$ cat config.mk
export PLATFORM = sky130hd
export DESIGN_NAME = usr_serial_receiver
export DESIGN_NICKNAME = d
export VERILOG_FILES = /design/src/rtl/usr_rx_pkg.sv /design/src/rtl/usr_sipo_shift.sv /design/src/rtl/usr_serial_receiver.sv
export SDC_FILE = /design/constraint.sdc
export NUM_CORES = 1
export LEC_CHECK = 0
export CORE_MARGIN = 5
export CORE_UTILIZATION = 46
export DETAILED_ROUTE_END_ITERATION = 10
export PLACE_DENSITY_LB_ADDON = 0.3
export SETUP_SLACK_MARGIN = 0.02
export SLEW_MARGIN = 25
export SYNTH_ARGS = -nofsm -noshare
export SYNTH_HDL_FRONTEND = slang
export SYNTH_HIERARCHICAL = 1
export SYNTH_SLANG_ARGS = --single-unit
$ cat constraint.sdc
create_clock -name clk -period 1.1 [get_ports clk]
set_clock_uncertainty 0.05 [all_clocks]
set_input_delay 0.22 -clock clk [delete_from_list [all_inputs] [get_ports clk]]
set_output_delay 0.22 -clock clk [all_outputs]
set_load 0.1 [all_outputs]
$ cat src/rtl/usr_rx_pkg.sv
// Shared constants for the serial receiver: state encoding, default word width
// and the idle level of the serial line.
package usr_rx_pkg;

    localparam int unsigned RX_WIDTH_DEF = 8;
    localparam logic        LINE_IDLE    = 1'b1;

    typedef enum logic [1:0] {
        IDLE   = 2'd0,
        DATA   = 2'd1,
        PARITY = 2'd2,
        STOP   = 2'd3
    } rx_state_e;

endpackage

$ cat src/rtl/usr_sipo_shift.sv
// WIDTH-bit serial-in/parallel-out right-shift register.
// New bits enter at the MSB, so after WIDTH shifts bit 0 holds the first bit.
module usr_sipo_shift #(
    parameter int unsigned WIDTH = 8
) (
    input  logic             clk,
    input  logic             clr_i,
    input  logic             shift_i,
    input  logic             sin_i,
    output logic [WIDTH-1:0] q_o
);

    logic [WIDTH-1:0] q_q;
    logic [WIDTH-1:0] q_d;

    // Next value: clear wins over shift, otherwise hold.
    always_comb begin
        q_d = q_q;
        if (clr_i) begin
            q_d = '0;
        end else if (shift_i) begin
            q_d = {sin_i, q_q[WIDTH-1:1]};
        end
    end

    // Storage flops.
    always_ff @(posedge clk) begin
        q_q <= q_d;
    end

    assign q_o = q_q;

endmodule

$ cat src/rtl/usr_serial_receiver.sv
// Serial-in/parallel-out frame receiver with a one-word valid/ready buffer.
// Frame: start (0), WIDTH data bits LSB first, [even parity], stop (1).
// Optional parity stage is enabled by defining USR_RX_PARITY_EN.
module usr_serial_receiver
    import usr_rx_pkg::*;
#(
    parameter int unsigned WIDTH = RX_WIDTH_DEF,
    parameter int unsigned CNT_W = 4
) (
    input  logic             clk,
    input  logic             reset,
    input  logic             sin,
    input  logic             bit_en,
    output logic [WIDTH-1:0] dout,
    output logic             dout_valid,
    input  logic             dout_ready,
    output logic             frame_err,
    output logic             overrun,
    output logic             busy
`ifdef USR_RX_PARITY_EN
    ,
    output logic             parity_err
`endif
);

    rx_state_e        state_q;
    logic [CNT_W-1:0] cnt_q;
    logic [WIDTH-1:0] dout_q;
    logic             dout_valid_q;
    logic             frame_err_q;
    logic             overrun_q;
    logic             busy_q;
    logic [WIDTH-1:0] sr_q;

    logic             start_c;
    logic             shift_c;
    logic             commit_c;
    logic             consume_c;

`ifdef USR_RX_PARITY_EN
    logic             par_err_q;
    logic             parity_err_q;
`endif

    // Strobe-qualified events decoded from the current state.
    always_comb begin
        start_c   = bit_en && (state_q == IDLE) && (sin != LINE_IDLE);
        shift_c   = bit_en && (state_q == DATA);
        consume_c = dout_valid_q && dout_ready;
`ifdef USR_RX_PARITY_EN
        commit_c  = bit_en && (state_q == STOP) && (sin == LINE_IDLE) && !par_err_q;
`else
        commit_c  = bit_en && (state_q == STOP) && (sin == LINE_IDLE);
`endif
    end

    // Shift register is cleared on reset and at each start bit.
    usr_sipo_shift #(
        .WIDTH (WIDTH)
    ) u_shift (
        .clk     (clk),
        .clr_i   (reset || start_c),
        .shift_i (shift_c),
        .sin_i   (sin),
        .q_o     (sr_q)
    );

    // Frame FSM; only bit_en cycles advance it. Error flags are one-cycle pulses.
    always_ff @(posedge clk) begin
        if (reset) begin
            state_q      <= IDLE;
            cnt_q        <= '0;
            busy_q       <= 1'b0;
            frame_err_q  <= 1'b0;
`ifdef USR_RX_PARITY_EN
            par_err_q    <= 1'b0;
            parity_err_q <= 1'b0;
`endif
        end else begin
            frame_err_q  <= 1'b0;
`ifdef USR_RX_PARITY_EN
            parity_err_q <= 1'b0;
`endif
            if (bit_en) begin
                case (state_q)
                    IDLE: begin
                        if (sin != LINE_IDLE) begin
                            state_q <= DATA;
                            cnt_q   <= '0;
                            busy_q  <= 1'b1;
                        end
                    end
                    DATA: begin
                        cnt_q <= cnt_q + CNT_W'(1);
                        if (cnt_q == CNT_W'(WIDTH - 1)) begin
`ifdef USR_RX_PARITY_EN
                            state_q <= PARITY;
`else
                            state_q <= STOP;
`endif
                        end
                    end
`ifdef USR_RX_PARITY_EN
                    PARITY: begin
                        // Even parity: data bits XOR parity bit must be 0.
                        par_err_q <= (^sr_q) ^ sin;
                        state_q   <= STOP;
                    end
`endif
                    STOP: begin
                        state_q <= IDLE;
                        busy_q  <= 1'b0;
                        if (sin != LINE_IDLE) begin
                            frame_err_q <= 1'b1;
`ifdef USR_RX_PARITY_EN
                        end else if (par_err_q) begin
                            parity_err_q <= 1'b1;
`endif
                        end
                    end
                    default: begin
                        state_q <= IDLE;
                        busy_q  <= 1'b0;
                    end
                endcase
            end
        end
    end

    // One-word output buffer: load on commit when empty or being consumed,
    // otherwise drop the word and latch the sticky overrun flag.
    always_ff @(posedge clk) begin
        if (reset) begin
            dout_q       <= '0;
            dout_valid_q <= 1'b0;
            overrun_q    <= 1'b0;
        end else begin
            if (consume_c) begin
                dout_valid_q <= 1'b0;
            end
            if (commit_c) begin
                if (!dout_valid_q || dout_ready) begin
                    dout_q       <= sr_q;
                    dout_valid_q <= 1'b1;
                end else begin
                    overrun_q <= 1'b1;
                end
            end
        end
    end

    assign dout       = dout_q;
    assign dout_valid = dout_valid_q;
    assign frame_err  = frame_err_q;
    assign overrun    = overrun_q;
    assign busy       = busy_q;
`ifdef USR_RX_PARITY_EN
    assign parity_err = parity_err_q;
`endif

endmodule

==> impl_metrics.ini <==
[power_and_ir_drop]
finalPower_uw = 1560
power.density_mw_per_mm2 = 1010
power.leakage_uw = 0.000569
max-vdd-ir-drop_mv = 1.02

[logic_synthesis]
fraction_of_post_synthesis_cell_area_in_the_top_cell_type_by_area_pct = 50.1
synth_cells = 113
synth_area_per_cell_um2 = 9.20
yosys_warnings = 6
post_synth_instance_area_mm2 = 0.00104
netlist-cell-type-count = 26
postSynthNetCount = 119
synth.yosys.seq_area_share_pct = 50.1
synth.ff_latch_count = 26
synth.largest_area_cell = dfxtp_1
synth.area.top_cells = dfxtp_1 (50%), mux2i_1 (7.7%), a21oi_1 (7.2%)

[finish]
post_route_cells_drive_above_1_share_pct = 38.9
area.growth.synth_to_final_pct = 48.5
post_layout_nonfiller_instances = 172
antennaDiodeCount = 0
finish.net_count = 151
final_design_area_no_fill_mm2 = 0.00154

[clocking]
clockBufferDepth = 2
clk_pin_slew_worst_paths_ns = 0.13
insertion_delay_ns = 0.32
cts-root-buf = clkbuf_4
numClockSinks = 26
post_cts_hold_buffer_count = 0
cts_made_buffers = 3
ctsHtreeMaxLevel = 1
cts_tree = yes

[worst_setup_path]
setup.reg_to_reg.worst_slack_ns = -0.16
timing.rr.start = state_q[1]
cp.arrival_ns = 1.47
crit_type = register to register
ff2ff_path_depth = 3
worstSetupStartpoint = state_q[1]
worstSetupEndpointType = register
crit_end = cnt_q[3]
critPathRequiredTime_ns = 1.31
regToRegEndpoint = cnt_q[3]
worst-path-max-fanout = 6
setup.worst_path.start_class = register

[sta]
final_hold_viol_count = 0
worst_rel_slew_slack_pct = 84.8
fin_crit_sh_pct = 115
rsz_0062_raised_after_global_routing = true
total_negative_slack_for_setup_checks_ns = -1.48
final_max_slew_viol_count = 0
postLayoutSetupSlackWorst_ns = -0.160
finalSetupViolCount = 31
worst-slew-pin-transition_ns = 0.224
fmaxAchievable_mhz = 794
holdWs_ns = 0.443
final_period_minus_worst_setup_slack_ns = 1.26

[floorplanning]
die_outline_area_mm2 = 0.00331
std_cell_rows = 17
io-pin-count = 17
initial_core_util_pct = 47.5
floorplan.die.height_um = 57.5
placeableCoreArea_mm2 = 0.00219
die_width_um = 57.5

[detailed_routing]
totalWireLength_um = 2260
firstDrtPassIters = 4
route.vias.total = 917
viasPerCell = 5.33
drt-initial-drc-count = 6
detail_route.drc_violations = 0
final_antenna_net_count = 0
wl_per_cell_um = 13.2

[global_route]
grt_antenna_before_repair = 0
grt_use_total_pct = 15.1
grt_overflow = 0
grt_start_max_net_pins = 16
grt_pass1_vias = 879
grt_first_pass_wirelength_um = 3930

[status]
violated_checks = negative setup slack
run_status = complete, but fails checks

[place]
placedInstanceArea_mm2 = 0.00146
buffer_ports.inserted = 16
dp.cells = 165
gp_routability_congestion = 0.790
detailedPlacementHpwl_um = 1660

[hold_path]
worst_hold_path_type = input port to register

[run]
maxCapViolCount = 0
[timing repair]
action,4_1_cts,5_1_grt
pin swaps,3,0
gates resized for setup,9,1
setup buffers,3,0
setup endpoints to repair,37,35
endpoints found under the hold margin,0,0
[where the power goes]
| group | total [uW] | internal [uW] | switching (uW) | leakage, uW |
|---|---|---|---|---|
| registers | 957 | 947 | 10.6 | 0.000218 |
| clock network | 467 | 203 | 265 | 0.0000210 |
| logic | 140 | 67.3 | 72.7 | 0.000329 |
| total | 1560 | 1220 | 348 | 0.000569 |
[cell usage after synthesis (all sizes together)]
| master | n |
|---|---|
| a31oi | 1 |
| nor2b | 4 |
| nand4b | 1 |
| clkbuf | 2 |
| nor4bb | 1 |
| dfxtp | 26 |
| a21o | 1 |
| buf | 5 |
| nand2b | 4 |
| or4b | 1 |
| nor2 | 11 |
| nand4 | 1 |
| nand3 | 10 |
| and3b | 1 |
| and4 | 1 |
| mux2i | 8 |
| nand2 | 2 |
| or2b | 1 |
| nor3 | 1 |
| o21ai | 13 |
| a21oi | 15 |
| o21a | 2 |
| ha | 1 |
[how the worst min path moves through the flow]
stage | from | end | slack [ns] | cells past startpoint
finish | sin | u_shift/q_o[7] | 0.44 | 4
global route | sin | frame_err | 0.47 | 4
CTS | sin | u_shift/q_o[7] | 0.43 | 4
detailed placement | u_shift/q_o[0] | dout[0] | 0.42 | 2
global placement | u_shift/q_o[0] | dout[0] | 0.41 | 2
floorplan | sin | u_shift/q_o[7] | 0.32 | 2
[worst max-delay path, cell delays in order (launching register included)]
cell and delay, ns:
dfxtp_2 0.37, nand2b_4 0.15, or4b_1 0.50, a31oi_1 0.14
[logic make-up (layout without fill, tap and decap cells)]
group | Yosys count | count (layout) | synth area share, %
simple gates | 39 | 39 | 21.3
compound gates | 32 | 32 | 16.2
flops | 26 | 26 | 50.1
mux | 8 | 8 | 7.70
buf+inv | 7 | 38 | 3.49
fa+ha+maj | 1 | 1 | 1.20
[layer usage]
layer	vias to the layer above	part of all wire (%)	global-route usage (%)
li1	458	-	-
met1	435	44	18.8
met2	19	49	25.5
met3	5	4.2	2.26
met4	0	2.4	6.95
met5	-	0	0
[placed cells by master, fill, tap and decap left out, types with 2 or more instances in the layout]
cell | synthesis | routed
buf_4 | 0 | 17
a21oi_1 | 15 | 15
dfxtp_2 | 0 | 14
buf_12 | 0 | 13
nand3_1 | 10 | 10
nor2_1 | 11 | 10
dfxtp_1 | 26 | 10
o21ai_1 | 0 | 8
mux2i_1 | 8 | 8
o21ai_0 | 13 | 5
nor2b_1 | 4 | 3
nand2b_1 | 3 | 3
clkbuf_4 | 0 | 3
nand2_1 | 2 | 2
o21a_1 | 2 | 2
dfxtp_4 | 0 | 2
dlygate4sd2_1 | 0 | 2
clkdlybuf4s50_1 | 0 | 2
[sequential cells by signal, summed over array words and instances (netlist names)]
| name | count |
|---|---|
| dout_valid | 1 |
| state_q | 2 |
| cnt_q | 4 |
| u_shift/q_o | 8 |
| frame_err | 1 |
| busy | 1 |
| overrun | 1 |
| dout | 8 |
[final cells by class]
type | instances | area, um2
sequential | 26 | 546
fill | 162 | 647
clock buffer | 4 | 36.3
tap | 28 | 35.0
timing repair buffer | 34 | 425
multi-input combinational | 80 | 502
[per-stage QoR]
step                      worst slack [ns]  utilization (%)
after CTS                           -0.166             70.4
after floorplan                    -0.0998                -
after global routing                -0.249             70.5
after detailed placement            -0.602             66.6
final                               -0.160             70.5
after global placement              -0.540             66.6
No activity file was read; power rests on OpenSTA's default activity.
